File: config.mk
export PLATFORM = sky130hd
export DESIGN_NAME = key_cmd_scheduler
export DESIGN_NICKNAME = d
export VERILOG_FILES = /design/src/rtl/key_cmd_pkg.sv /design/src/rtl/cmd_fifo.sv /design/src/rtl/key_cmd_scheduler.sv
export SDC_FILE = /design/constraint.sdc
export NUM_CORES = 1
export LEC_CHECK = 0
export ABC_CLOCK_PERIOD_IN_PS = 9800
export CAP_MARGIN = 10
export CORE_AREA = 2 2 107 129
export DETAILED_ROUTE_END_ITERATION = 6
export DIE_AREA = 0 0 109 131
export GPL_ROUTABILITY_DRIVEN = 0
export MAX_ROUTING_LAYER = met4
export PLACE_DENSITY_LB_ADDON = 0.12
export SLEW_MARGIN = 20
export SYNTH_ARGS = -nofsm -noshare
export SYNTH_HDL_FRONTEND = slang
export SYNTH_SLANG_ARGS = --single-unit
File: constraint.sdc
create_clock -name clk -period 9.8 [get_ports clk]
set_input_delay 2.94 -clock clk [delete_from_list [all_inputs] [get_ports clk]]
set_output_delay 2.94 -clock clk [all_outputs]
set_load 0.05 [all_outputs]
File: src/rtl/key_cmd_pkg.sv
// Shared command codes, key indices, arbitration order and repeat mask
// for the Tetris key command scheduler.
package key_cmd_pkg;

  typedef enum logic [2:0] {
    CMD_ROTATE = 3'd0,
    CMD_LEFT   = 3'd1,
    CMD_RIGHT  = 3'd2,
    CMD_DOWN   = 3'd3,
    CMD_DROP   = 3'd4
  } cmd_t;

  localparam int unsigned NUM_KEYS   = 5;
  localparam int unsigned KEY_ROTATE = 0;
  localparam int unsigned KEY_LEFT   = 1;
  localparam int unsigned KEY_RIGHT  = 2;
  localparam int unsigned KEY_DOWN   = 3;
  localparam int unsigned KEY_DROP   = 4;

  // Keys that auto-repeat while held: left, right, down.
  localparam logic [NUM_KEYS-1:0] REPEAT_MASK = 5'b01110;

  // Highest priority first.
  localparam cmd_t PRIO_ORDER [NUM_KEYS] = '{CMD_DROP, CMD_ROTATE, CMD_DOWN, CMD_LEFT, CMD_RIGHT};

endpackage

File: src/rtl/cmd_fifo.sv
// Small synchronous command FIFO with flush; push while full is accepted
// only when a pop happens in the same cycle.
module cmd_fifo #(
  parameter int unsigned DEPTH = 4
) (
  input  logic       clk,
  input  logic       rst,
  input  logic       flush,
  input  logic       push,
  input  logic [2:0] din,
  input  logic       pop,
  output logic [2:0] dout,
  output logic       full,
  output logic       empty
);

  localparam int unsigned AW = $clog2(DEPTH);

  logic [AW:0] wr_ptr;
  logic [AW:0] rd_ptr;
  logic [2:0]  mem [DEPTH];
  logic        do_push;
  logic        do_pop;

  assign empty   = (wr_ptr == rd_ptr);
  assign full    = (wr_ptr[AW] != rd_ptr[AW]) && (wr_ptr[AW-1:0] == rd_ptr[AW-1:0]);
  assign do_pop  = pop && !empty;
  assign do_push = push && (!full || do_pop);
  // Gated so the head code reads 0 whenever the queue is empty, including reset.
  assign dout    = empty ? '0 : mem[rd_ptr[AW-1:0]];

  always_ff @(posedge clk or posedge rst) begin
    if (rst) begin
      wr_ptr <= '0;
      rd_ptr <= '0;
    end else if (flush) begin
      wr_ptr <= '0;
      rd_ptr <= '0;
    end else begin
      if (do_push) wr_ptr <= wr_ptr + (AW+1)'(1);
      if (do_pop)  rd_ptr <= rd_ptr + (AW+1)'(1);
    end
  end

  always_ff @(posedge clk) begin
    if (do_push && !flush) mem[wr_ptr[AW-1:0]] <= din;
  end

endmodule

File: src/rtl/key_cmd_scheduler.sv
// Converts debounced button levels into an ordered command stream:
// press detection, DAS/ARR auto-repeat, pending bits, fixed-priority arbiter.
module key_cmd_scheduler
  import key_cmd_pkg::*;
#(
  parameter int unsigned DAS_DELAY  = 17_000_000,
  parameter int unsigned ARR_PERIOD = 5_000_000,
  parameter int unsigned FIFO_DEPTH = 4
) (
  input  logic       clk,
  input  logic       rst,
  input  logic       en,
  input  logic [4:0] key_level,
  output logic       cmd_valid,
  output logic [2:0] cmd,
  input  logic       cmd_ready
);

  localparam int unsigned CNT_MAX = (DAS_DELAY > ARR_PERIOD) ? DAS_DELAY : ARR_PERIOD;
  localparam int unsigned CW      = $clog2(CNT_MAX + 1);

  logic [NUM_KEYS-1:0] prev;
  logic [NUM_KEYS-1:0] press;
  logic [NUM_KEYS-1:0] rpt_evt;
  logic [NUM_KEYS-1:0] events;
  logic [NUM_KEYS-1:0] pending;
  logic [NUM_KEYS-1:0] clr_mask;
  logic [NUM_KEYS-1:0] rep;
  logic [NUM_KEYS-1:0] rep_nxt;
  logic [CW-1:0]       cnt     [NUM_KEYS];
  logic [CW-1:0]       cnt_nxt [NUM_KEYS];
  logic                lr_both;
  logic                grant_valid;
  cmd_t                grant_key;
  logic                push;
  logic                pop;
  logic                full;
  logic                empty;

  assign press   = key_level & ~prev;
  assign lr_both = key_level[KEY_LEFT] & key_level[KEY_RIGHT];

  // rep[k] selects the ARR interval once the first DAS repeat has fired.
  always_comb begin
    rpt_evt = '0;
    rep_nxt = '0;
    for (int unsigned k = 0; k < NUM_KEYS; k++) begin
      cnt_nxt[k] = '0;
      if (REPEAT_MASK[k]) begin
        cnt_nxt[k] = cnt[k];
        rep_nxt[k] = rep[k];
        if (!key_level[k] || press[k] || (lr_both && (k == KEY_LEFT || k == KEY_RIGHT))) begin
          cnt_nxt[k] = '0;
          rep_nxt[k] = 1'b0;
        end else if ((32'(cnt[k]) + 32'd1) == (rep[k] ? ARR_PERIOD : DAS_DELAY)) begin
          rpt_evt[k] = 1'b1;
          cnt_nxt[k] = '0;
          rep_nxt[k] = 1'b1;
        end else if (cnt[k] != '1) begin
          cnt_nxt[k] = cnt[k] + CW'(1);
        end
      end
    end
  end

  assign events = (press | rpt_evt) & {NUM_KEYS{en}};

  always_comb begin
    grant_valid = 1'b0;
    grant_key   = CMD_ROTATE;
    for (int unsigned i = 0; i < NUM_KEYS; i++) begin
      if (!grant_valid && pending[PRIO_ORDER[i]]) begin
        grant_valid = 1'b1;
        grant_key   = PRIO_ORDER[i];
      end
    end
  end

  assign pop      = cmd_valid && cmd_ready;
  assign push     = en && grant_valid && (!full || pop);
  assign clr_mask = push ? (NUM_KEYS'(1) << grant_key) : '0;

  // A new event on the key being granted this cycle survives as pending.
  always_ff @(posedge clk or posedge rst) begin
    if (rst) begin
      prev    <= '0;
      pending <= '0;
      rep     <= '0;
      cnt     <= '{default: '0};
    end else if (!en) begin
      prev    <= key_level;
      pending <= '0;
      rep     <= '0;
      cnt     <= '{default: '0};
    end else begin
      prev    <= key_level;
      pending <= (pending & ~clr_mask) | events;
      rep     <= rep_nxt;
      cnt     <= cnt_nxt;
    end
  end

  cmd_fifo #(
    .DEPTH (FIFO_DEPTH)
  ) u_fifo (
    .clk   (clk),
    .rst   (rst),
    .flush (!en),
    .push  (push),
    .din   (3'(grant_key)),
    .pop   (pop),
    .dout  (cmd),
    .full  (full),
    .empty (empty)
  );

  assign cmd_valid = !empty;

endmodule

==> metrics <==
largest family of logic cells by synthesized area=simple AND/OR/NAND/NOR gates; CTS Root Cell=clkbuf_16; Post-DRT Antenna Nets=0; max-slew violation count=0; slew margin rel.=0.268; Die ar.=14300 um^2; Setup Viol. Count Final=0; CTS sink count=106; final setup TNS=0 ps; non-filler cells, final=826; Hold WC Path Type=reg2reg; Area Overhead vs Synth=7.49%; ANT cells=0; Post-synth EDFFs=12; Min Hold Slack=547 ps; Synth area leaders=dfrtp_1 37%, xnor2_1 6.7%, edfxtp_1 5.6%, xor2_1 4.4%, a211oi_1 3.4%; run status=complete, no violations; Leakage=2.55 nW; asr flop ratio synth=0.887; Worst Skew=9.82 ps; post-synthesis cell area=6380 um^2; Clock Latency Late Sink=360 ps; syn nets=684; detailed-route via count=5016; IO Count=13; overall die height=131 um; cts repair resizes=0; vias in the first global route=4773; Crit-path slowest cell=clkdlybuf4s50_1; CP startpoint kind=register; Yosys top cell area share=0.369; Post-Synth Simple-Gate Area=0.241; CP peak stage delay=690 ps; # rows=46; overall power=0.974 mW; fmax=190 MHz; Nets=670; first-pass GRT wire length=23100 um; htree depth=3; Worst setup EP type=output pin; Mean Syn Cell Area=9.56 um^2; CP bufs+invs=1; pwr dens=142 nW/um^2; worst path arrival time=2310 ps; Final Cycle Share=0.536; grt total ovfl=0; XOR/XNOR Fraction of Synth Area=0.111; Post-Place Cells=808; mux cell area share after synthesis=0.0265; final core utilization=0.525; Fin. Hold Viols=0; Syn Inst Count=667; unique cell type count in the Yosys netlist=74; DP Area=6540 um^2; synth warn=0; fillers=1226; Setup Fix Bufs, Post-CTS=0; share of cells above drive strength 1=0.0714; Synth Flop Type=dfrtp_1; CORE AREA=13100 um^2; Crit path max-delay family=buffers and inverters; die width=109 um; dpl ws=4330 ps; Max Root-Sink Buffers=2; Final Cell Area=6860 um^2; CP cell instances=mux4_2 -> and2_1 -> clkdlybuf4s50_1; initial antenna violation count=0; initial drt markers=268; final WL=13900 um; initial core utilization=0.488; CP Max Fanout=6; min Tclk post-route=5250 ps; CTS Hold Buffers Added=0; compound-gate portion of the synthesized area=0.142; RSZ-0062 raised after global routing=false; synthesized flop and latch total=106; Critical Path RT=6860 ps; Yosys top cell by area=dfrtp_1; maximum vdd drop=0.142 mV; CTS tree=built; Worst-path clk slew=80 ps; Crit Path Class=reg2out; Detail Placement HPWL=9420 um; GRT Util Overall=0.210; largest net degree at the start of global routing=71; IO Port Bufs=12; DRT Pass-1 Iters=4; residual DRC count=0; WL per Instance=16.8 um; worst setup margin=4550 ps; register area share after synthesis=0.425; worst-margin pin slew=1100 ps; Adder-Cell Fraction of Synth Area=0.0157; Max Cap Viol=0; DR vias/cell=6.07; TritonCTS Buffers=9
==> cell usage in the layout (no fill, tap or decap), drive strengths merged, types with 3 or more instances in the layout <==
| cell type | netlist | routed |
|---|---|---|
| xnor2 | 49 | 49 |
| clkbuf | 27 | 10 |
| mux4 | 3 | 3 |
| nand4 | 29 | 29 |
| o2111ai | 3 | 3 |
| o21a | 3 | 3 |
| o211ai | 4 | 4 |
| or4b | 3 | 3 |
| and3 | 18 | 18 |
| nand3 | 39 | 39 |
| inv | 18 | 22 |
| edfxtp | 12 | 12 |
| ha | 8 | 8 |
| mux2i | 9 | 9 |
| nor2 | 29 | 29 |
| buf | 13 | 3 |
| and2 | 16 | 16 |
| a21oi | 39 | 39 |
| nand2 | 46 | 46 |
| and4 | 8 | 8 |
| o21ai | 17 | 17 |
| or3 | 3 | 3 |
| dfrtp | 94 | 94 |
| a31oi | 3 | 3 |
| o211a | 3 | 3 |
| clkdlybuf4s50 | 0 | 12 |
| nand4b | 4 | 4 |
| nor2b | 9 | 9 |
| nor4 | 20 | 20 |
| o31ai | 4 | 4 |
| nor3 | 29 | 29 |
| or4 | 5 | 5 |
| a211oi | 30 | 30 |
| xor2 | 32 | 32 |
==> where the power goes <==
group	internal [mW]	leakage, nW	switching [mW]
clock network	0.182	0.138	0.181
registers	0.456	1.41	0.0149
logic	0.0544	1.00	0.0861
total	0.692	2.55	0.282
==> per-layer routing <==
layer  vias to the layer above  track usage  wire length (um)
met5                         -            -                 0
met4                         0       0.0649               226
met3                        17       0.0402               387
met2                        76        0.336              6820
met1                      2489        0.269              6480
li1                       2434            -                 -
==> kinds of logic (layout without fill, tap and decap cells) <==
| group | count (synthesis) | in the layout |
|---|---|---|
| flip-flops | 106 | 106 |
| XOR/XNOR | 81 | 81 |
| buffers and inverters | 58 | 49 |
| adder cells (fa/ha/maj) | 8 | 8 |
| AO/OA/AOI/OAI | 131 | 131 |
| AND/OR/NAND/NOR | 270 | 270 |
| multiplexers | 13 | 13 |
==> registers in the layout, summed over array words and instances (netlist names) <==
signal / count
cnt: 75
u_fifo.mem: 12
pending: 5
prev: 5
rep: 3
u_fifo.rd_ptr: 3
u_fifo.wr_ptr: 3
==> path summary, 6_finish.rpt <==
kind	from	to	slack (ps)	cells past startpoint
max	u_fifo.rd_ptr[0]$_DFFE_PP0P_	cmd[1]	4550	3
min	prev[0]$_DFF_PP0_	pending[0]$_DFF_PP0_	550	2
max reg2reg	cnt[75]$_DFFE_PP0P_	cnt[84]$_DFFE_PP0P_	6070	8
min reg2reg	prev[0]$_DFF_PP0_	pending[0]$_DFF_PP0_	550	2
max in group asynchronous	rst	cnt[42]$_DFFE_PP0P_	5720	3
min in group asynchronous	rst	cnt[60]$_DFFE_PP0P_	2880	2
==> cells in the mapped netlist (8+ instances only) <==
master	instances
edfxtp_1	12
nand2_1	45
o21ai_0	17
clkbuf_1	26
inv_1	18
and4_1	8
xnor2_1	49
a211oi_1	29
xor2_1	32
and2_1	15
buf_2	10
nand4_1	28
nor2b_1	9
mux2i_1	9
dfrtp_1	94
nor2_1	29
ha_1	8
and3_1	18
nor3_1	26
nand3_1	38
a21oi_1	39
nor4_1	19
==> area by class of cell <==
type,count,area [um^2],area share
Tap cell,168,210,0.0307
Clock inverter,6,57.6,0.00839
Clock buffer,10,233,0.0339
Sequential cell,106,2710,0.396
Timing Repair Buffer,15,154,0.0224
Inverter,18,70.1,0.0102
Multi-Input combinational cell,503,3420,0.499
==> worst min-delay path: stages (launching register included) <==
cell	delay [ps]
dfrtp_1	320
nand2b_1	110
a21boi_0	70
(Power assumes the default switching activity.)
